File: config.mk
export PLATFORM = sky130hd
export DESIGN_NAME = fxp_mac_stream
export DESIGN_NICKNAME = d
export VERILOG_FILES = /design/src/rtl/fxp_mac_stream.sv
export SDC_FILE = /design/constraint.sdc
export NUM_CORES = 1
export LEC_CHECK = 0
export ABC_AREA = 1
export BUFFER_PORTS_ARGS = -buffer_cell sky130_fd_sc_hd__buf_2
export CORE_MARGIN = 3
export CORE_UTILIZATION = 25
export DETAILED_ROUTE_END_ITERATION = 8
export GPL_TIMING_DRIVEN = 1
export PLACE_DENSITY_LB_ADDON = 0.2
export SETUP_SLACK_MARGIN = 0.4
export SLEW_MARGIN = 20
export SYNTH_ARGS = -nofsm -noshare
export SYNTH_HDL_FRONTEND = slang
export SYNTH_SLANG_ARGS = --single-unit
File: constraint.sdc
create_clock -name clk -period 3.7 [get_ports clk]
set_input_delay 0.555 -clock clk [delete_from_list [all_inputs] [get_ports clk]]
set_output_delay 0.555 -clock clk [all_outputs]
set_load 0.05 [all_outputs]
File: src/rtl/fxp_mac_stream.sv
// Pipelined signed fixed-point multiply-accumulate over valid/ready packets.
// One rounded, saturated result is produced for each in_last-delimited packet.
module fxp_mac_stream #(
    parameter int DATA_WIDTH = 16,
    parameter int FIXED_PNT  = 8,
    parameter int GUARD      = 8
) (
    input  logic                  clk,
    input  logic                  rst,
    input  logic                  in_valid,
    output logic                  in_ready,
    input  logic                  in_last,
    input  logic [DATA_WIDTH-1:0] num1,
    input  logic [DATA_WIDTH-1:0] num2,
    output logic                  out_valid,
    input  logic                  out_ready,
    output logic [DATA_WIDTH-1:0] result,
    output logic                  overflow,
    output logic                  underflow
);

    localparam int PW    = 2 * DATA_WIDTH;
    localparam int ACC_W = PW + GUARD;

    logic                    w_adv;
    logic                    w_accept;
    logic                    w_step;
    logic                    w_load;
    logic signed [PW-1:0]    w_prod;
    logic signed [ACC_W-1:0] w_p1_ext;
    logic signed [ACC_W-1:0] w_acc_base;
    logic signed [ACC_W-1:0] w_acc_next;
    logic signed [ACC_W:0]   w_round;
    logic [ACC_W:DATA_WIDTH-1] w_upper;
    logic                    w_ovf;
    logic                    w_unf;
    logic [DATA_WIDTH-1:0]   w_sat;

    logic signed [PW-1:0]    r_p1;
    logic                    r_v1;
    logic                    r_l1;
    logic signed [ACC_W-1:0] r_acc;
    logic                    r_first;
    logic                    r_out_valid;
    logic [DATA_WIDTH-1:0]   r_result;
    logic                    r_ovf;
    logic                    r_unf;

    // The whole pipeline moves in lockstep; a held result freezes every stage.
    assign w_adv    = ~r_out_valid | out_ready;
    assign w_accept = in_valid & w_adv;
    assign w_step   = w_adv & r_v1;
    assign w_load   = w_step & r_l1;

    assign w_prod     = $signed(num1) * $signed(num2);
    assign w_p1_ext   = ACC_W'(r_p1);
    assign w_acc_base = r_first ? '0 : r_acc;
    assign w_acc_next = w_acc_base + w_p1_ext;

    generate
        if (FIXED_PNT > 0) begin : g_round
            localparam logic [ACC_W:0] HALF =
                (ACC_W+1)'(1) << (FIXED_PNT - 1);
            logic [ACC_W:0] w_wide;
            assign w_wide  = {w_acc_next[ACC_W-1], w_acc_next} + HALF;
            assign w_round = $signed(w_wide) >>> FIXED_PNT;
        end else begin : g_noround
            assign w_round = {w_acc_next[ACC_W-1], w_acc_next};
        end
    endgenerate

    // In range iff every bit from the result sign upward matches.
    assign w_upper = w_round[ACC_W:DATA_WIDTH-1];
    assign w_ovf   = ~w_round[ACC_W] & (|w_upper);
    assign w_unf   =  w_round[ACC_W] & ~(&w_upper);

    always_comb begin
        w_sat = w_round[DATA_WIDTH-1:0];
        if (w_ovf) begin
            w_sat = {1'b0, {(DATA_WIDTH-1){1'b1}}};
        end else if (w_unf) begin
            w_sat = {1'b1, {(DATA_WIDTH-1){1'b0}}};
        end
    end

    always_ff @(posedge clk or posedge rst) begin
        if (rst) begin
            r_p1 <= '0;
            r_v1 <= 1'b0;
            r_l1 <= 1'b0;
        end else if (w_adv) begin
            r_v1 <= w_accept;
            if (w_accept) begin
                r_p1 <= w_prod;
                r_l1 <= in_last;
            end
        end
    end

    always_ff @(posedge clk or posedge rst) begin
        if (rst) begin
            r_acc   <= '0;
            r_first <= 1'b1;
        end else if (w_step) begin
            r_acc   <= w_acc_next;
            r_first <= r_l1;
        end
    end

    always_ff @(posedge clk or posedge rst) begin
        if (rst) begin
            r_out_valid <= 1'b0;
            r_result    <= '0;
            r_ovf       <= 1'b0;
            r_unf       <= 1'b0;
        end else if (w_load) begin
            r_out_valid <= 1'b1;
            r_result    <= w_sat;
            r_ovf       <= w_ovf;
            r_unf       <= w_unf;
        end else if (r_out_valid & out_ready) begin
            r_out_valid <= 1'b0;
        end
    end

    assign in_ready  = w_adv;
    assign out_valid = r_out_valid;
    assign result    = r_result;
    assign overflow  = r_ovf;
    assign underflow = r_unf;

endmodule

==> flow_metrics.py, run 1 <==
metrics = {
    "status": {
        "status": "finished, violations left",
        "violations": "setup timing",
    },
    "clocking": {
        "cts_hold_buf": 0,
        "cts.path.max_buffers": 2,
        "cts_tree": "yes",
        "cts_buffers": 9,
        "root_buffer": "clkbuf_16",
        "cts_sinks": 94,
        "clkTransAtPathRegs_ns": 0.09,
        "htreeDepth": 3,
        "clk_latency_ns": 0.40,
    },
    "layout": {
        "fin_util_pct": 38.0,
        "syn_to_final_growth_pct": 50.1,
        "fillCellCount": 7820,
        "drive_gt1_share_pct": 39.2,
        "final_nets": 3686,
        "regArea_sq_um": 2360,
        "diodes": 0,
        "multi_input_area_sq_um": 16900,
    },
    "yosys": {
        "synth_top_area_cell": "fa_1",
        "syn_area_per_cell_sq_um": 6.80,
        "syn-instance-count": 2778,
        "synth_nets": 3200,
        "yosysMostFrequentCell": "nand2_1",
        "synthTopCellsByArea": "fa_1, nand2_1, inv_1, dfrtp_1, ha_1",
        "synth_ff_type": "dfrtp_1",
        "yosysTopAreaCellShare_pct": 27.9,
        "synth-edff-count": 0,
        "syn-cell-area_sq_um": 18900,
        "synthTopCellsByCount": "nand2_1, inv_1, fa_1, nor2_1, ha_1",
        "yosysWarnings": 0,
        "async_reset_ff_share_pct": 100,
        "ys_seq_area_share_pct": 12.5,
        "synth_cell_types": 44,
        "ys_ff_latch": 94,
    },
    "worst_setup_path": {
        "r2r_end": "result[8]",
        "crit_required_ns": 3.96,
        "cp.buffers_inverters": 8,
        "regToRegStartpoint": "r_first",
        "worstSetupEndpoint": "r_p1[29]",
        "end_kind": "flop",
        "cp_data_arrival_time_ns": 5.56,
        "path_delay_family": "adder cells",
        "crit_slowest_cell": "fa_1",
        "cp_slowest_stage_delay_ns": 0.51,
        "critPathLaunch": "num2[15]",
        "start_kind": "input port",
        "cp_num_cells": 25,
        "path_class": "in -> reg",
        "r2r_setup_slack_ns": -0.29,
        "worstPathMaxFanout": 6,
        "r2r_cells": 27,
        "cp_common_cell": "fa_1",
    },
    "run": {
        "max_cap_violations": 0,
    },
    "route": {
        "wl_per_cell_um": 14.3,
        "vias_per_cell": 4.26,
        "totalWireLength_um": 60800,
        "drc_errors": 0,
        "first_pass_iters": 5,
        "drt_iter0_markers": 724,
        "ant_nets": 0,
        "vias": 18100,
    },
    "global_routing": {
        "grt_pass1_wl_um": 99100,
        "overflow": 0,
        "grt_pass1_vias": 18900,
        "grt_max_degree": 71,
        "gr-usage-all-layers_pct": 15.8,
        "antenna_found_initial": 0,
    },
    "floorplanning": {
        "pin_count": 57,
        "initial_utilization_pct": 25.3,
        "die_h_um": 281,
        "std_cell_rows": 100,
        "core_area_sq_um": 74700,
        "dieWidth_um": 281,
        "dieArea_sq_um": 78900,
    },
    "placement": {
        "gp_congestion": 0.843,
        "portBuffers": 56,
        "hpwl_um": 48900,
        "place_ws_ns": -2.38,
    },
    "sta": {
        "worst_pin_slew_ns": 0.803,
        "fin_crit_ns": 5.30,
        "setup_ws_ns": -1.60,
        "finalSetupViolCount": 42,
        "drv_slew": 0,
        "finClkSkew_ns": 0.0165,
        "relSlewSlack_pct": 46.5,
        "hold_viol_final": 0,
        "fmax_mhz": 189,
        "rsz0062_at_grt": "yes",
        "fin_crit_sh_pct": 143,
    },
    "hold_path": {
        "hp-class": "in -> async",
    },
}
## how the worst min path moves through the flow
stage	startpoint	end	slack, ns
after detailed placement	overflow	overflow	0.46
after floorplan	r_l1	r_l1	0.45
after CTS	rst	result[2]	0.32
after global placement	overflow	overflow	0.46
after global routing	in_last	r_l1	0.37
final	rst	r_acc[9]	0.31
## cells in the final DEF, fill, tap and decap left out, types with 25 or more instances in the layout
cell type,count
inv_2,79
a21oi_2,35
o21ai_0,53
ha_4,48
buf_2,27
fa_2,25
fa_1,238
nand2_2,143
buf_4,404
dfrtp_1,93
nand3_2,43
nor2_1,103
nor2_4,68
buf_6,84
nand3_1,60
buf_12,25
nand4_1,25
nand2_1,632
nor2_2,49
inv_1,621
ha_1,65
nand2_4,100
## cell type report
cell class,count,area share (%)
clock inverters,6,0.190
multi-input cells,1895,59.6
flip-flops and latches,94,8.31
clock buffers,10,0.808
well taps,969,4.28
inverters,712,9.51
repair buffers,552,17.3
## worst reg2reg max path: stages (launching register included)
cell and delay (ns):
dfstp_4 0.72, buf_12 0.16, nor2_4 0.05, ha_4 0.15, fa_2 0.39, nand2_2 0.11
nand3_4 0.09, buf_6 0.15, buf_12 0.12, nand2_4 0.06, nand4_1 0.12, nand2_4 0.17
nand2_4 0.08, buf_6 0.12, inv_4 0.05, buf_6 0.09, buf_4 0.11, nand4_1 0.13
nand2_2 0.12, nand2_1 0.06, nor2_1 0.09, nand2_1 0.07, nor2_2 0.11, nand3_2 0.14
nand3_4 0.12, buf_6 0.12, buf_12 0.10, nand3_2 0.06
## sequential cells by signal, indices dropped and copies added (netlist names)
signal / flops
result: 16
r_l1: 1
r_v1: 1
out_valid: 1
underflow: 1
overflow: 1
r_acc: 40
r_first: 1
r_p1: 32
## per-stage QoR
step                hold WS (ns)  std cells  TNS (ns)  cell area (sq um)
global placement           0.458       4100    -56.28              23600
CTS                        0.323       4202    -35.94              26900
finish                     0.305       4238    -36.20              28400
global route               0.372       4238    -43.87              28400
floorplan                  0.449       2778    -36.38              19900
detailed placement         0.462       4100    -57.60              23600
## cell families (layout without fill, tap and decap cells)
family	count (synthesis)	after routing	share of synthesized area, %
simple gates	1297	1298	28.9
flops	94	94	12.5
xor+xnor	38	38	1.76
fa+ha+maj	385	385	36.0
buf+inv	790	1280	15.8
compound gates	174	174	5.18
## metal layers
| layer | part of all wire (%) | up-vias | wire (um) | global-route usage, % |
|---|---|---|---|---|
| li1 | - | 9128 | - | - |
| met1 | 47 | 8706 | 28500 | 20.8 |
| met2 | 50 | 184 | 30300 | 28.3 |
| met3 | 2.0 | 39 | 1240 | 1.01 |
| met4 | 1.3 | 0 | 774 | 3.32 |
| met5 | 0 | - | 0 | 0 |
## timing repair
action                     4_1_cts  5_1_grt
pin swaps                      229      220
resized for setup              574      309
buffers inserted                80       33
setup endpoints to repair       47       46
gates cloned                     6        3
Power of run 1 is not shown: default switching activity piles up to over one toggle a cycle in this logic, so the estimate is an artifact.
==> run 2, diff against run 1 <==
--- a/config.mk
+++ b/config.mk
@@ -11,7 +11,7 @@
 export CORE_UTILIZATION = 25
 export DETAILED_ROUTE_END_ITERATION = 8
 export GPL_TIMING_DRIVEN = 1
-export PLACE_DENSITY_LB_ADDON = 0.2
+export PLACE_DENSITY_LB_ADDON = 0.05
 export SETUP_SLACK_MARGIN = 0.4
 export SLEW_MARGIN = 20
 export SYNTH_ARGS = -nofsm -noshare
==> run 2 against run 1 <==
Compared with the run above: the run still ends with setup timing left; sequential share of layout area decreased by 0.087 points; die area unchanged; first-iteration DRC count decreased by 15%; global-route usage increased by 1.2 points; setup slack got worse by 0.11 ns; clock skew decreased by 0.00050 ns; critical path type unchanged; cell count increased by 1.4%; fmax decreased by 2.0%; clock-buffer cell count decreased by 1; via count increased by 0.97%; cell area increased by 0.89%; utilization increased by 0.34 points.
==> flow_metrics.py, run 2 (same netlist as run 1, synthesis figures left out) <==
metrics = {
    "clocking": {
        "cts_buffers": 9,
        "clk_latency_ns": 0.39,
        "clkTransAtPathRegs_ns": 0.08,
        "cts.path.max_buffers": 2,
        "root_buffer": "clkbuf_16",
        "htreeDepth": 3,
        "cts_tree": "yes",
        "cts_sinks": 94,
    },
    "layout": {
        "final_cell_mix": "nand2_1, inv_1, buf_4",
        "final_nets": 3745,
        "syn_to_final_growth_pct": 51.5,
        "drive_gt1_share_pct": 39.3,
        "diodes": 0,
        "final_common_cell": "nand2_1",
        "largest_reg_flops": 40,
        "regMostFlops": "r_acc",
    },
    "floorplanning": {
        "die_h_um": 281,
        "dieWidth_um": 281,
        "pin_count": 57,
        "initial_utilization_pct": 25.3,
        "core_area_sq_um": 74700,
        "dieArea_sq_um": 78900,
        "std_cell_rows": 100,
    },
    "worst_setup_path": {
        "worstPathMaxFanout": 5,
        "end_kind": "flop",
        "start_kind": "input port",
        "cp_data_arrival_time_ns": 5.65,
        "crit_required_ns": 3.94,
        "path_class": "in -> reg",
    },
    "sta": {
        "relSlewSlack_pct": 50.7,
        "worst_pin_slew_ns": 0.739,
        "hold_viol_final": 0,
        "setup_ws_ns": -1.71,
        "finalSetupViolCount": 42,
        "fmax_mhz": 185,
        "fin_crit_sh_pct": 146,
        "rsz0062_at_grt": "yes",
        "drv_slew": 0,
        "finClkSkew_ns": 0.0160,
        "fin_crit_ns": 5.41,
    },
    "global_routing": {
        "gr-usage-all-layers_pct": 16.9,
        "overflow": 0,
        "grt_pass1_wl_um": 105000,
        "grt_pass1_vias": 19700,
        "antenna_found_initial": 0,
        "grt_max_degree": 71,
    },
    "route": {
        "vias": 18200,
        "highest_layer": "met4",
        "wl_met1_um": 28900,
        "ant_nets": 0,
        "vias_per_cell": 4.24,
        "drt_iter0_markers": 614,
        "first_pass_iters": 5,
        "drc_errors": 0,
        "wl_per_cell_um": 15.0,
        "dr_wl_met2_um": 32500,
        "wl_met3_um": 1320,
        "totalWireLength_um": 64400,
    },
    "hold_path": {
        "hp-class": "in -> async",
    },
    "status": {
        "violations": "setup timing",
        "status": "finished, violations left",
    },
    "run": {
        "max_cap_violations": 0,
    },
    "placement": {
        "hpwl_um": 54200,
        "portBuffers": 56,
        "gp_congestion": 0.829,
        "place_ws_ns": -2.38,
    },
}
-- run 2: metal layers --
metal / global-route usage [%] / vias up
li1: - / 9238
met1: 21.4 / 8701
met2: 30.9 / 218
met3: 1.14 / 75
met4: 4.77 / 0
met5: 0 / -
-- run 2: path summary, 6_finish.rpt --
| kind | from | depth (start not counted) | endpoint | slack, ns |
|---|---|---|---|---|
| min in group clk | in_last | 3 | r_l1 | 0.39 |
| max in group asynchronous | rst | 3 | r_first | 2.68 |
| worst min register to register | result[15] | 2 | result[15] | 0.48 |
| worst max-delay path | num2[15] | 24 | r_p1[30] | -1.71 |
| worst min-delay path | rst | 2 | r_acc[1] | 0.24 |
| worst max register to register | r_first | 28 | result[3] | -0.34 |
-- run 2: what timing repair did --
| action | in CTS | in global routing |
|---|---|---|
| gates cloned | 5 | 0 |
| pin swaps | 289 | 140 |
| endpoints found under the setup margin | 46 | 46 |
| buffers inserted | 84 | 24 |
| resized for setup | 622 | 197 |
| hold buffers | 0 | 0 |
-- run 2: cell type report --
cell class / instances / area, sq um
sequential: 94 / 2350
clock inverter: 7 / 63.8
timing repair buffer: 611 / 5330
clock buffer: 9 / 225
multi-input combinational: 1895 / 16700
tap: 969 / 1210
fill: 7853 / 46100
inverter: 712 / 2690
-- run 2: per-stage QoR --
stage | instances | hold slack (ns) | TNS [ns] | instance area (sq um) | util, %
2_1_floorplan | 2778 | 0.449 | -36.38 | 19900 | -
6_report | 4297 | 0.239 | -36.53 | 28600 | 38.3
4_1_cts | 4273 | 0.261 | -36.35 | 27600 | 36.9
5_1_grt | 4297 | 0.297 | -45.22 | 28600 | 38.3
3_5_place_dp | 4168 | 0.466 | -58.32 | 24200 | 32.3
3_3_place_gp | 4168 | 0.462 | -57.65 | 24200 | 32.3
-- run 2: worst max-delay path, cell delays in order --
cell        delay, ns
buf_6            0.07
clkinvlp_4       0.11
buf_12           0.16
buf_6            0.12
or2_4            0.23
fa_1             0.54
inv_2            0.04
fa_2             0.53
inv_2            0.04
fa_2             0.39
fa_1             0.51
inv_1            0.06
fa_1             0.54
inv_1            0.05
fa_1             0.49
inv_2            0.05
ha_4             0.30
inv_4            0.05
nor3_4           0.17
nor3b_4          0.27
a221oi_2         0.10
buf_4            0.15
nand3_2          0.04
a31oi_1          0.06
Power of run 2 is left out for the same reason.
==> run 3, diff against run 2 <==
==> constraint.sdc (replaced) <==
create_clock -name clk -period 3.7 [get_ports clk]
set_input_delay 0.37 -clock clk [delete_from_list [all_inputs] [get_ports clk]]
set_output_delay 0.37 -clock clk [all_outputs]
set_load 0.05 [all_outputs]
==> run 3 against run 2 <==
Compared with the run above: the run still ends with setup timing left; via count increased by 0.60%; worst hold slack got worse by 0.096 ns; utilization increased by 1.2 points; sequential share of layout area decreased by 0.25 points; setup slack improved by 0.16 ns; first-iteration DRC count decreased by 9.6%; critical path depth decreased by 3; cell count increased by 0.86%; clock skew increased by 0.0059 ns; die area unchanged.
==> flow_metrics.py, run 3 (same netlist as run 1, synthesis figures left out) <==
metrics = {
    "placement": {
        "place_ws_ns": -2.19,
        "gp_congestion": 0.827,
        "hpwl_um": 54600,
        "placed_cells": 4171,
        "portBuffers": 56,
        "dpl_cell_area_sq_um": 24200,
    },
    "global_routing": {
        "gr-usage-all-layers_pct": 17.0,
        "grt_pass1_vias": 19600,
        "antenna_found_initial": 0,
        "grtUsageMet2_pct": 32.0,
        "gr-usage-met1_pct": 21.6,
        "grt_max_degree": 71,
        "grt_pass1_wl_um": 106000,
        "use_met3_pct": 0.947,
        "grt_busiest_layer": "met2",
        "overflow": 0,
    },
    "clocking": {
        "clk_latency_ns": 0.39,
        "cts.path.max_buffers": 2,
        "htreeDepth": 3,
        "cts_tree": "yes",
        "root_buffer": "clkbuf_16",
        "clkTransAtPathRegs_ns": 0.09,
        "cts_buffers": 9,
        "cts_sinks": 94,
    },
    "layout": {
        "regMostFlops": "r_acc",
        "final_common_cell": "inv_1",
        "fin_area_sq_um": 29500,
        "diodes": 0,
        "final_nets": 3782,
        "final_cells": 4334,
        "drive_gt1_share_pct": 43.7,
        "syn_to_final_growth_pct": 56.2,
        "largest_reg_flops": 40,
        "final_cell_mix": "inv_1, nand2_1, buf_4",
    },
    "sta": {
        "fin_crit_sh_pct": 142,
        "hold_viol_final": 0,
        "fin_setup_tns_ns": -31.28,
        "finClkSkew_ns": 0.0220,
        "setup_ws_ns": -1.56,
        "relSlewSlack_pct": 45.3,
        "fmax_mhz": 190,
        "rsz0062_at_grt": "yes",
        "fin_crit_ns": 5.26,
        "worst_pin_slew_ns": 0.820,
        "drv_slew": 0,
        "finalSetupViolCount": 41,
    },
    "route": {
        "wl_per_cell_um": 15.2,
        "ant_nets": 0,
        "totalWireLength_um": 66000,
        "vias_per_cell": 4.23,
        "first_pass_iters": 5,
        "drt_iter0_markers": 555,
        "drc_errors": 0,
        "vias": 18300,
    },
    "floorplanning": {
        "dieWidth_um": 281,
        "pin_count": 57,
        "std_cell_rows": 100,
        "dieArea_sq_um": 78900,
        "core_area_sq_um": 74700,
        "initial_utilization_pct": 25.3,
        "die_h_um": 281,
    },
    "hold_path": {
        "hp-class": "in -> async",
    },
    "worst_setup_path": {
        "path_class": "in -> reg",
        "end_kind": "flop",
        "cp_common_cell": "fa_1",
        "start_kind": "input port",
        "worstPathMaxFanout": 5,
        "crit_slowest_cell": "fa_2",
        "cp_slowest_stage_delay_ns": 0.59,
        "crit_required_ns": 3.95,
        "cp.buffers_inverters": 6,
        "path_delay_family": "adder cells",
        "cp_data_arrival_time_ns": 5.50,
        "crit_path_cell_trace": "buf_6 -> clkinvlp_4 -> buf_12 -> buf_8 -> or2_4 -> fa_1 -> fa_2 -> fa_2 -> fa_1 -> fa_1 -> fa_1 -> inv_2 -> ha_4 -> nand2_4 -> buf_4 -> o21ai_2 -> a21oi_2 -> nand3_4 -> a221oi_4 -> xor2_1 -> o21ai_1",
    },
    "status": {
        "status": "finished, violations left",
        "violations": "setup timing",
    },
    "run": {
        "max_cap_violations": 0,
    },
}
-- run 3: cell count changes in the layout (fill, tap and decap cells not counted), moves of 6 or more --
| cell | before | now |
|---|---|---|
| nor2_4 | 68 | 81 |
| nand3_1 | 60 | 46 |
| nand2_1 | 660 | 591 |
| nor2_2 | 44 | 55 |
| nand2_4 | 69 | 104 |
| nor2_1 | 108 | 84 |
| o21ai_1 | 3 | 9 |
| nand2_2 | 144 | 179 |
| inv_2 | 78 | 92 |
| inv_1 | 624 | 607 |
| fa_2 | 32 | 24 |
| nand3_2 | 42 | 57 |
| fa_1 | 231 | 239 |
| buf_4 | 462 | 501 |
-- run 3: metrics by stage --
step,hold slack (ns),utilization [%]
after floorplan,0.449,-
after global placement,0.456,32.4
after detailed placement,0.467,32.4
after CTS,0.165,37.5
after global routing,0.189,39.5
final,0.143,39.5
-- run 3: final cells by class --
cell class | instances | area (sq um)
sequential | 94 | 2350
clock buffer | 9 | 225
fill | 7819 | 45200
inverter | 712 | 2700
tap | 969 | 1210
timing repair buffer | 648 | 5580
multi-input combinational | 1895 | 17300
clock inverter | 7 | 80.1
-- run 3: timing repair --
item                       in CTS  in global routing
cloned                          4                  1
setup endpoints to repair      47                 45
hold endpoints to repair        0                  0
pin swaps                     382                223
hold buffers                    0                  0
gates resized for setup       738                271
buffers inserted               91                 51
-- run 3: path summary, 6_finish.rpt --
| kind | endpoint | startpoint | slack [ns] | cells after the start |
|---|---|---|---|---|
| setup / recovery | r_p1[31] | num2[15] | -1.56 | 21 |
| hold / removal | r_acc[13] | rst | 0.14 | 2 |
| setup reg to reg | result[0] | r_first | -0.21 | 25 |
| hold reg to reg | result[15] | result[15] | 0.49 | 2 |
| max in group asynchronous | r_p1[25] | rst | 2.81 | 3 |
| min in group clk | r_l1 | in_last | 0.19 | 3 |
-- run 3: per-layer routing --
layer / up-vias / share of wire (%)
met4: 0 / 1.2
met1: 8808 / 45
met5: - / 0
met3: 40 / 1.8
met2: 180 / 52
li1: 9313 / -
Power of run 3 is left out for the same reason.
